[src/rtl/fx3_cmd_router_mc.sv]
// fx3_cmd_router_mc: decodes the FX3 UART byte stream ({cmd[7:5],payload[4:0]} headers
// plus data bytes), drives GPIO, routes SPI write/read transfers to one of NUM_SPI
// channels and queues response bytes toward the UART TX through a small FWFT FIFO.
// Build macro FX3_ROUTER_DEBUG_EN: when defined, DEBUG payload bytes are forwarded on
// dbg_data/dbg_valid; otherwise they are swallowed to keep the stream framed.
//
// state  | meaning
// S_IDLE | waiting for a command header
// S_WR   | forwarding SPI_WRITE payload bytes to the selected channel
// S_RD   | moving SPI read bytes from the selected channel into the response FIFO
// S_DBG  | consuming DEBUG payload bytes
module fx3_cmd_router_mc #(
    parameter int GPIO_W      = 32,
    parameter int NUM_SPI     = 2,
    parameter int RSP_DEPTH   = 16,
    parameter int TIMEOUT_CYC = 65535
) (
    input  logic                 uart_sample_clock,
    input  logic                 reset_n,
    input  logic [7:0]           rx_data,
    input  logic                 rx_valid,
    output logic                 rx_ready,
    output logic [7:0]           tx_data,
    output logic                 tx_valid,
    input  logic                 tx_ready,
    input  logic [GPIO_W-1:0]    gpio_in,
    output logic [GPIO_W-1:0]    gpio_oe,
    output logic [GPIO_W-1:0]    gpio_out,
    output logic [7:0]           spi_wr_data,
    output logic [NUM_SPI-1:0]   spi_wr_en,
    output logic [NUM_SPI-1:0]   spi_wr_commit,
    input  logic [NUM_SPI-1:0]   spi_wr_full,
    output logic [NUM_SPI-1:0]   spi_rd_start,
    output logic [4:0]           spi_rd_count,
    input  logic [8*NUM_SPI-1:0] spi_rd_data,
    input  logic [NUM_SPI-1:0]   spi_rd_valid,
    output logic [NUM_SPI-1:0]   spi_rd_en,
    output logic [7:0]           dbg_data,
    output logic                 dbg_valid,
    output logic                 err_timeout,
    output logic                 busy
);
    localparam int AW = $clog2(RSP_DEPTH);
    localparam int TW = $clog2(TIMEOUT_CYC + 1);

    typedef enum logic [1:0] {S_IDLE, S_WR, S_RD, S_DBG} state_t;

    state_t              state_q, state_d;
    logic [4:0]          rem_q, rem_d;
    logic [1:0]          ch_q, ch_d;
    logic [GPIO_W-1:0]   oe_q, oe_d, out_q, out_d;
    logic                bad_ch_q, bad_ch_d, to_q, to_d;
    logic [TW-1:0]       tmo_q, tmo_d;
    logic                push_q, push_d;
    logic [7:0]          push_data_q, push_data_d;
    logic [AW:0]         wr_ptr_q, wr_ptr_d, rd_ptr_q, rd_ptr_d;
    logic [7:0]          mem_q [RSP_DEPTH];
    logic [7:0]          wr_data_q, wr_data_d;
    logic [NUM_SPI-1:0]  wr_en_q, wr_en_d, commit_pend_q, commit_pend_d, commit_q, commit_d;
    logic [NUM_SPI-1:0]  rd_start_q, rd_start_d;
    logic [4:0]          rd_count_q, rd_count_d;
    logic                err_q, err_d;
`ifdef FX3_ROUTER_DEBUG_EN
    logic [7:0]          dbg_data_q, dbg_data_d;
    logic                dbg_valid_q, dbg_valid_d;
`endif

    logic [2:0]          hdr_cmd;
    logic [4:0]          hdr_p;
    logic [GPIO_W-1:0]   gpio_mask;
    logic [NUM_SPI-1:0]  ch_oh;
    logic [7:0]          rd_byte;
    logic                wr_full_sel, rd_valid_sel;
    logic [AW+1:0]       rsp_occ;
    logic                rsp_full, rx_fire, tx_fire, progress, rx_ready_raw;

    assign hdr_cmd     = rx_data[7:5];
    assign hdr_p       = rx_data[4:0];
    // shifting past GPIO_W yields an empty mask, which is exactly the out-of-range behaviour
    assign gpio_mask   = GPIO_W'(1) << hdr_p;
    assign ch_oh       = NUM_SPI'(1) << ch_q;
    assign wr_full_sel = |(spi_wr_full & ch_oh);
    assign rd_valid_sel = |(spi_rd_valid & ch_oh);
    // a push waiting in the staging register already owns a FIFO slot
    assign rsp_occ     = {1'b0, wr_ptr_q - rd_ptr_q} + {{(AW+1){1'b0}}, push_q};
    assign rsp_full    = (rsp_occ == (AW+2)'(RSP_DEPTH));
    assign tx_valid    = (wr_ptr_q != rd_ptr_q);
    assign tx_data     = tx_valid ? mem_q[rd_ptr_q[AW-1:0]] : 8'h00;
    assign tx_fire     = tx_valid && tx_ready;
    assign rx_fire     = rx_valid && rx_ready;

    // read byte of the selected channel
    always_comb begin
        rd_byte = 8'h00;
        for (int c = 0; c < NUM_SPI; c++) begin
            if (ch_q == 2'(c)) rd_byte = spi_rd_data[8*c +: 8];
        end
    end

    // per-state input readiness, held low while in reset
    always_comb begin
        rx_ready_raw = 1'b0;
        unique case (state_q)
            S_IDLE:  rx_ready_raw = !rsp_full;
            S_WR:    rx_ready_raw = !wr_full_sel;
            S_DBG:   rx_ready_raw = 1'b1;
            default: rx_ready_raw = 1'b0;
        endcase
        rx_ready = rx_ready_raw && reset_n;
    end

    // command decode, payload handling, timeout and FIFO pointer next-state
    always_comb begin
        state_d       = state_q;
        rem_d         = rem_q;
        ch_d          = ch_q;
        oe_d          = oe_q;
        out_d         = out_q;
        bad_ch_d      = bad_ch_q;
        to_d          = to_q;
        tmo_d         = tmo_q;
        push_d        = 1'b0;
        push_data_d   = 8'h00;
        wr_data_d     = wr_data_q;
        wr_en_d       = '0;
        commit_pend_d = '0;
        commit_d      = commit_pend_q;
        rd_start_d    = '0;
        rd_count_d    = rd_count_q;
        err_d         = 1'b0;
        spi_rd_en     = '0;
        progress      = 1'b0;
        wr_ptr_d      = wr_ptr_q + {{AW{1'b0}}, push_q};
        rd_ptr_d      = rd_ptr_q + {{AW{1'b0}}, tx_fire};
`ifdef FX3_ROUTER_DEBUG_EN
        dbg_data_d    = dbg_data_q;
        dbg_valid_d   = 1'b0;
`endif
        unique case (state_q)
            S_IDLE: begin
                if (rx_fire) begin
                    tmo_d = '0;
                    unique case (hdr_cmd)
                        3'd0: begin
                            oe_d        = oe_q & ~gpio_mask;
                            push_d      = 1'b1;
                            push_data_d = {7'b0, |(gpio_in & gpio_mask)};
                        end
                        3'd1: begin
                            oe_d  = oe_q | gpio_mask;
                            out_d = out_q | gpio_mask;
                        end
                        3'd2: begin
                            oe_d  = oe_q | gpio_mask;
                            out_d = out_q & ~gpio_mask;
                        end
                        3'd3: if (hdr_p != 5'd0) begin
                            rd_start_d = ch_oh;
                            rd_count_d = hdr_p;
                            rem_d      = hdr_p;
                            state_d    = S_RD;
                        end
                        3'd4: if (hdr_p != 5'd0) begin
                            rem_d   = hdr_p;
                            state_d = S_WR;
                        end
                        3'd5: if (hdr_p != 5'd0) begin
                            rem_d   = hdr_p;
                            state_d = S_DBG;
                        end
                        3'd6: begin
                            if (32'(hdr_p[1:0]) < NUM_SPI) ch_d = hdr_p[1:0];
                            else bad_ch_d = 1'b1;
                        end
                        default: begin
                            push_d      = 1'b1;
                            push_data_d = {to_q, bad_ch_q, 4'b0, ch_q};
                            to_d        = 1'b0;
                            bad_ch_d    = 1'b0;
                        end
                    endcase
                end
            end
            S_WR: begin
                if (rx_fire) begin
                    progress  = 1'b1;
                    wr_data_d = rx_data;
                    wr_en_d   = ch_oh;
                    rem_d     = rem_q - 5'd1;
                    if (rem_q == 5'd1) begin
                        commit_pend_d = ch_oh;
                        state_d       = S_IDLE;
                    end
                end
            end
            S_RD: begin
                if (rd_valid_sel && !rsp_full) begin
                    progress    = 1'b1;
                    spi_rd_en   = ch_oh;
                    push_d      = 1'b1;
                    push_data_d = rd_byte;
                    rem_d       = rem_q - 5'd1;
                    if (rem_q == 5'd1) state_d = S_IDLE;
                end
            end
            default: begin
                if (rx_fire) begin
                    progress = 1'b1;
`ifdef FX3_ROUTER_DEBUG_EN
                    dbg_data_d  = rx_data;
                    dbg_valid_d = 1'b1;
`endif
                    rem_d = rem_q - 5'd1;
                    if (rem_q == 5'd1) state_d = S_IDLE;
                end
            end
        endcase
        if (state_q != S_IDLE) begin
            if (progress) begin
                tmo_d = '0;
            end else if (tmo_q == TW'(TIMEOUT_CYC - 1)) begin
                tmo_d   = '0;
                state_d = S_IDLE;
                err_d   = 1'b1;
                to_d    = 1'b1;
            end else begin
                tmo_d = tmo_q + 1'b1;
            end
        end
    end

    // state and output registers with synchronous active-low reset
    always_ff @(posedge uart_sample_clock) begin
        if (!reset_n) begin
            state_q       <= S_IDLE;
            rem_q         <= '0;
            ch_q          <= '0;
            oe_q          <= '0;
            out_q         <= '0;
            bad_ch_q      <= 1'b0;
            to_q          <= 1'b0;
            tmo_q         <= '0;
            push_q        <= 1'b0;
            push_data_q   <= '0;
            wr_ptr_q      <= '0;
            rd_ptr_q      <= '0;
            wr_data_q     <= '0;
            wr_en_q       <= '0;
            commit_pend_q <= '0;
            commit_q      <= '0;
            rd_start_q    <= '0;
            rd_count_q    <= '0;
            err_q         <= 1'b0;
        end else begin
            state_q       <= state_d;
            rem_q         <= rem_d;
            ch_q          <= ch_d;
            oe_q          <= oe_d;
            out_q         <= out_d;
            bad_ch_q      <= bad_ch_d;
            to_q          <= to_d;
            tmo_q         <= tmo_d;
            push_q        <= push_d;
            push_data_q   <= push_data_d;
            wr_ptr_q      <= wr_ptr_d;
            rd_ptr_q      <= rd_ptr_d;
            wr_data_q     <= wr_data_d;
            wr_en_q       <= wr_en_d;
            commit_pend_q <= commit_pend_d;
            commit_q      <= commit_d;
            rd_start_q    <= rd_start_d;
            rd_count_q    <= rd_count_d;
            err_q         <= err_d;
        end
    end

    // FIFO storage; contents need no reset because tx_data is masked while empty
    always_ff @(posedge uart_sample_clock) begin
        if (push_q) mem_q[wr_ptr_q[AW-1:0]] <= push_data_q;
    end

`ifdef FX3_ROUTER_DEBUG_EN
    // debug byte forwarding register
    always_ff @(posedge uart_sample_clock) begin
        if (!reset_n) begin
            dbg_data_q  <= '0;
            dbg_valid_q <= 1'b0;
        end else begin
            dbg_data_q  <= dbg_data_d;
            dbg_valid_q <= dbg_valid_d;
        end
    end
    assign dbg_data  = dbg_data_q;
    assign dbg_valid = dbg_valid_q;
`else
    assign dbg_data  = 8'h00;
    assign dbg_valid = 1'b0;
`endif

    assign gpio_oe       = oe_q;
    assign gpio_out      = out_q;
    assign spi_wr_data   = wr_data_q;
    assign spi_wr_en     = wr_en_q;
    assign spi_wr_commit = commit_q;
    assign spi_rd_start  = rd_start_q;
    assign spi_rd_count  = rd_count_q;
    assign err_timeout   = err_q;
    assign busy          = (state_q != S_IDLE);
endmodule
[config.mk]
export PLATFORM = sky130hd
export DESIGN_NAME = fx3_cmd_router_mc
export DESIGN_NICKNAME = d
export VERILOG_FILES = /design/src/rtl/fx3_cmd_router_mc.sv
export SDC_FILE = /design/constraint.sdc
export NUM_CORES = 1
export LEC_CHECK = 0
export ABC_AREA = 1
export CORE_ASPECT_RATIO = 0.6
export CORE_MARGIN = 5
export CORE_UTILIZATION = 30
export CTS_CLUSTER_SIZE = 25
export DETAILED_ROUTE_END_ITERATION = 6
export PLACE_DENSITY = 0.59
export REMOVE_ABC_BUFFERS = 1
export SLEW_MARGIN = 25
export SYNTH_ARGS = -nofsm -noshare
export SYNTH_HDL_FRONTEND = slang
export SYNTH_SLANG_ARGS = --single-unit
export TNS_END_PERCENT = 20
[constraint.sdc]
create_clock -name uart_sample_clock -period 3.8 [get_ports uart_sample_clock]
set_input_delay 0.57 -clock uart_sample_clock [delete_from_list [all_inputs] [get_ports uart_sample_clock]]
set_output_delay 0.57 -clock uart_sample_clock [all_outputs]
set_load 0.01 [all_outputs]
-- Word level (Yosys, flattened, before mapping)
Memories as Yosys holds them, arrays and structs flattened. A register that Yosys moved wholly into a read port is not among the register bits.
Cells that the tools add are included.
- flip-flop bits (word level): 132
- RAM bits: 128
- input bits: 64
- output and inout bits: 106
- memories: 1
- add/sub/neg operators: 6
- magnitude comparators: 1
- equal/unequal tests: 19
- shift-type cells: 2
- muxes and demuxes: 53
- bitwise operators: 11
- reductions and logical operators: 36
- memory list (name ; depth ; width ; rd ports ; clocked after memory_dff ; write ports ; line ; RTL):
    mem_q ; 16 ; 8 ; 1 ; 1 ; 1 ; 57 ; logic [7:0] mem_q [RSP_DEPTH];
- operators by type and width (operator ; number):
    $pmux W32 S2 ; 2
    $and A32 B32 Y32 ; 3
    $mux W16 ; 5
    $or A32 B32 Y32 ; 2
    $mux W8 ; 5
    $not A32 Y32 ; 1
    $pmux W8 S2 ; 2
    $reduce_or A32 Y1 ; 1
    $shl A1 B5 Y32 const A ; 1
    $mux W5 ; 5
    $mux W2 ; 12
    $add A16 B1 Y16 const B ; 1
    $eq A16 B16 Y1 const B ; 1
    $reduce_and A4 Y1 ; 4
    $mux W1 ; 14
    $reduce_bool A2 Y1 ; 6
    $reduce_or A6 Y1 ; 2
    $add A5 B1 Y5 ; 2
    $ne A2 B2 Y1 const B ; 5
    $pmux W5 S2 ; 1
    $reduce_and A5 Y1 ; 2
    $eq A3 B3 Y1 const B ; 3
    $reduce_and A3 Y1 ; 3
    $reduce_or A7 Y1 ; 1
    27 further kinds ; 44

-- Depth between registers and ports, before layout
- depth after elaboration: 12
- mapped depth: 21
- mapped depth without buffers: 20

-- Least setup slack after synthesis
Ideal clock, no wire load.
- path type: reg2out
- start: register rd_ptr_q[1]
- end: output port spi_rd_en[1]
- arrival time: 2387 ps
- required time: 3230 ps
- path slack: 843 ps
- cell stages (with the launch flop): 13
- path buffers: 1
- cell sequence: dfxtp_1 > inv_1 > clkbuf_1 > fa_1 > ha_1 > inv_1 > nor2_1 > nand3_1 > nand3_1 > nand2_1 > nand2_1 > nand3_1 > nor2_1
- cells in the longest elaborated chain, start to end: 7
- ends and longest elaborated chain (item ; line ; RTL):
    start: declaration ; 56 ; logic [AW:0] wr_ptr_q, wr_ptr_d, rd_ptr_q, rd_ptr_d;
    start signal: assignment ; 266 ; rd_ptr_q <= rd_ptr_d;
    $sub A5 B5 Y5 ; 85 ; assign rsp_occ = {1'b0, wr_ptr_q - rd_ptr_q} + {{(AW+1){1'b0}}, push_q};
    $add A5 B1 Y6 ; 85 ;
    $eq A6 B5 Y1 ; 86 ; assign rsp_full = (rsp_occ == (AW+2)'(RSP_DEPTH));
    $logic_not A1 Y1 ; 197 ; if (rd_valid_sel && !rsp_full) begin
    $logic_and A1 B1 Y1 ; 197 ;
    $mux W2 ; 197 ;
    $mux W2 ; 139 ; unique case (state_q)
    end: declaration ; 37 ; output logic [NUM_SPI-1:0] spi_rd_en,
Every way passes these cells.

-- Final worst setup path
- start: register wr_ptr_q[0]
- end: output port spi_rd_en[0]
- cells in the longest elaborated chain, start to end: 7
- ends and longest elaborated chain (item ; line ; RTL):
    start: declaration ; 56 ;
    start signal: assignment ; 265 ; wr_ptr_q <= wr_ptr_d;
    $sub A5 B5 Y5 ; 85 ;
    $add A5 B1 Y6 ; 85 ;
    $eq A6 B5 Y1 ; 86 ;
    $logic_not A1 Y1 ; 197 ;
    $logic_and A1 B1 Y1 ; 197 ;
    $mux W2 ; 197 ;
    $mux W2 ; 139 ;
Every way passes these cells.

==> impl_results.md <==
- Status: complete, no violations
- WL per Instance: 18.2 um
- Setup crit start kind: flop
- GRT Resource Usage Total: 0.167
- DP HPWL: 26100 um
- Seq cells post-synth: 260
- Antenna Nets Post-Route: 0
- Port buffer count: 160
- Power share of the clock group: 0.438
- Crit share post-route: 0.964
- Post-Place Worst Slack: 0.269 ns
- Grt total ovfl: 0
- Slew at the pin with the worst max-slew slack: 0.881 ns
- Crit path capture type: primary output
- Sequential share of power: 0.467
- DR vias: 10060
- Yosys cell types: 40
- Post-synthesis cell count: 1360
- Max Root-Sink Buffers: 3
- Die width: 265 um
- Max Freq: 273 MHz
- Final Hold Violating Endpoints: 0
- Critical Path RT: 3.23 ns
- Max-cap violations: 0
- Area growth syn-to-layout: 26.6%
- Crit. Startpoint: wr_ptr_q[0]
- First-pass DRT Iterations: 5
- Vias per cell: 4.90
- Worst hold slack: 0.463 ns
- Starting Density: 0.301
- Routability congestion estimate: 0.919
- Global-route wire length before repair: 56500 um
- Critical path class: flop to primary output
- CTS tree: done
- Slew Limit Fails: 0
- RSZ-0062 raised after global routing: yes
- Sequential area share after synthesis: 0.556
- Cell row count: 56
- DP Area: 13800 um^2
- Vias in the first global route: 9298
- Initial antenna violation count: 4
- Hold-fix buffers, CTS: 0
- # IOs: 170
- CP arrival: 3.09 ns
- Largest net degree at the start of global routing: 97
- Setup violation total in the final timing report: 0
- Clk Latency, worst-skew pair: 0.57 ns
- Maximum VDD drop: 312 uV
- Commonest non-fill, non-tap cell in the layout: nand2_1
- H-tree lvl count: 1
- Mapped Area: 11700 um^2
- Min-delay worst type: flop to flop
- Drt drc: 0
- Clk sinks: 260
- Fraction of layout cells with a size suffix above 1: 0.0629
- Initial DRC Count: 895
- Combinational share of power: 0.095
- Die area: 43100 um^2
- CTS buffer count: 27
- Post-route setup TNS: 0 ns
- R2R Path Start: wr_ptr_q[0]
- Design area: 14800 um^2
- Die extent in y: 163 um
- Routed WL: 37300 um
- Final nets: 1585
- Sw power: 0.00160 W
- Fin crit period: 3.66 ns
- Int Pwr: 0.00475 W
- Worst-path maximum fanout: 5
- Final WS setup: 0.139 ns
- Final clock skew: 0.0310 ns
- Filler instances: 3875
- Slew HR: 0.411
- PD cells: 429 nW/um^2
- CTS root buffer: clkbuf_16
- P_leak: 5.51 nW
- Fin util: 0.381
- Clk slew on worst S/H paths: 0.06 ns
- YS warnings: 0
- Mean area per synthesized cell: 8.58 um^2
- Core region area: 38700 um^2
- Commonest non-fill, non-tap cells in the layout: 254 x nand2_1, 209 x nor2_1, 156 x clkdlybuf4s50_1
- Switching share of total power: 0.251
## cell type report
type	count	area, um^2	share of cell area
Antenna cell	4	10.0	0.000677
Clock buffer	31	691	0.0467
Clock inverter	19	226	0.0153
Inverter	96	365	0.0247
Multi-Input combinational cell	930	4490	0.304
Sequential cell	260	6490	0.439
Tap cell	522	653	0.0442
Timing Repair Buffer	191	1850	0.125
## worst paths after layout
path               endpoint  slack, ns  cells past startpoint
min reg2reg            flop       0.46                      2
max            spi_rd_en[0]       0.14                     16
min                    flop       0.46                      2
max reg2reg  spi_wr_data[5]       0.58                     19
## power groups by stage
stage               Clock [W]  Combinational [W]  Sequential (W)
global placement            0           0.000587         0.00303
CTS                   0.00284           0.000594         0.00296
detailed placement          0           0.000593         0.00303
floorplan                   0           0.000289         0.00303
global route          0.00296           0.000662         0.00297
finish                0.00278           0.000603         0.00297
## metal layers
layer | vias up | track usage | wire length [um]
met2 | 313 | 0.250 | 16400
met1 | 4795 | 0.247 | 17300
li1 | 4907 | - | -
met4 | 0 | 0.0404 | 768
met5 | - | 0 | 0
met3 | 45 | 0.0338 | 2790
## logic make-up (layout without fill, tap and decap cells)
| group | count (synthesis) | in the layout | share of synthesized area |
|---|---|---|---|
| AND/OR/NAND/NOR | 641 | 641 | 0.231 |
| flip-flops | 260 | 260 | 0.556 |
| AO/OA/AOI/OAI | 248 | 248 | 0.118 |
| buffers and inverters | 178 | 337 | 0.0652 |
| XOR/XNOR | 17 | 17 | 0.0128 |
| adder cells (fa/ha/maj) | 15 | 15 | 0.0167 |
| other | 1 | 13 | 0.000321 |
## stage by stage
step | std cells | power (W)
finish | 2053 | 0.00635
floorplan | 1286 | 0.00332
global placement | 1999 | 0.00361
global route | 2053 | 0.00659
CTS | 2049 | 0.00640
detailed placement | 1999 | 0.00362
## synthesized netlist by cell type (all sizes together)
| cell type | instances | area share |
|---|---|---|
| a22oi | 7 | 0.0045 |
| or2 | 1 | 0.00054 |
| nor4 | 3 | 0.0016 |
| inv | 95 | 0.031 |
| buf | 35 | 0.019 |
| xor2 | 10 | 0.0075 |
| o21ai | 90 | 0.039 |
| conb | 1 | 0.00032 |
| o22ai | 22 | 0.012 |
| ha | 14 | 0.015 |
| o211ai | 2 | 0.0013 |
| clkinv | 1 | 0.00032 |
| nor2 | 213 | 0.069 |
| nand3b | 1 | 0.00064 |
| clkbuf | 47 | 0.015 |
| o2bb2ai | 3 | 0.0023 |
| nand2 | 258 | 0.084 |
| nor3 | 18 | 0.0077 |
| xnor2 | 7 | 0.0053 |
| o221ai | 14 | 0.011 |
| dfxtp | 132 | 0.23 |
| edfxtp | 128 | 0.33 |
| fa | 1 | 0.0017 |
| nand3 | 123 | 0.053 |
| a31oi | 10 | 0.0054 |
| a22o | 2 | 0.0015 |
| a21oi | 98 | 0.042 |
| nand4 | 24 | 0.014 |
## worst max-delay path: stages (launching register included)
cell	delay, ns
dfxtp_1	0.33
inv_1	0.10
ha_1	0.15
inv_1	0.06
fa_1	0.54
ha_2	0.20
inv_1	0.07
nor2_4	0.12
nand3_1	0.08
nand3_1	0.06
nand2_1	0.06
nand2_2	0.12
nand3_4	0.11
inv_1	0.09
nand2_1	0.07
inv_2	0.08
dlygate4sd2_1	0.28
## timing repair
item / 4_1_cts / 5_1_grt
gates resized for setup: 5 / 9
buffers inserted: 0 / 0
setup endpoints to repair: 8 / 5
pin swaps: 1 / 0
(Power assumes the default switching activity.)
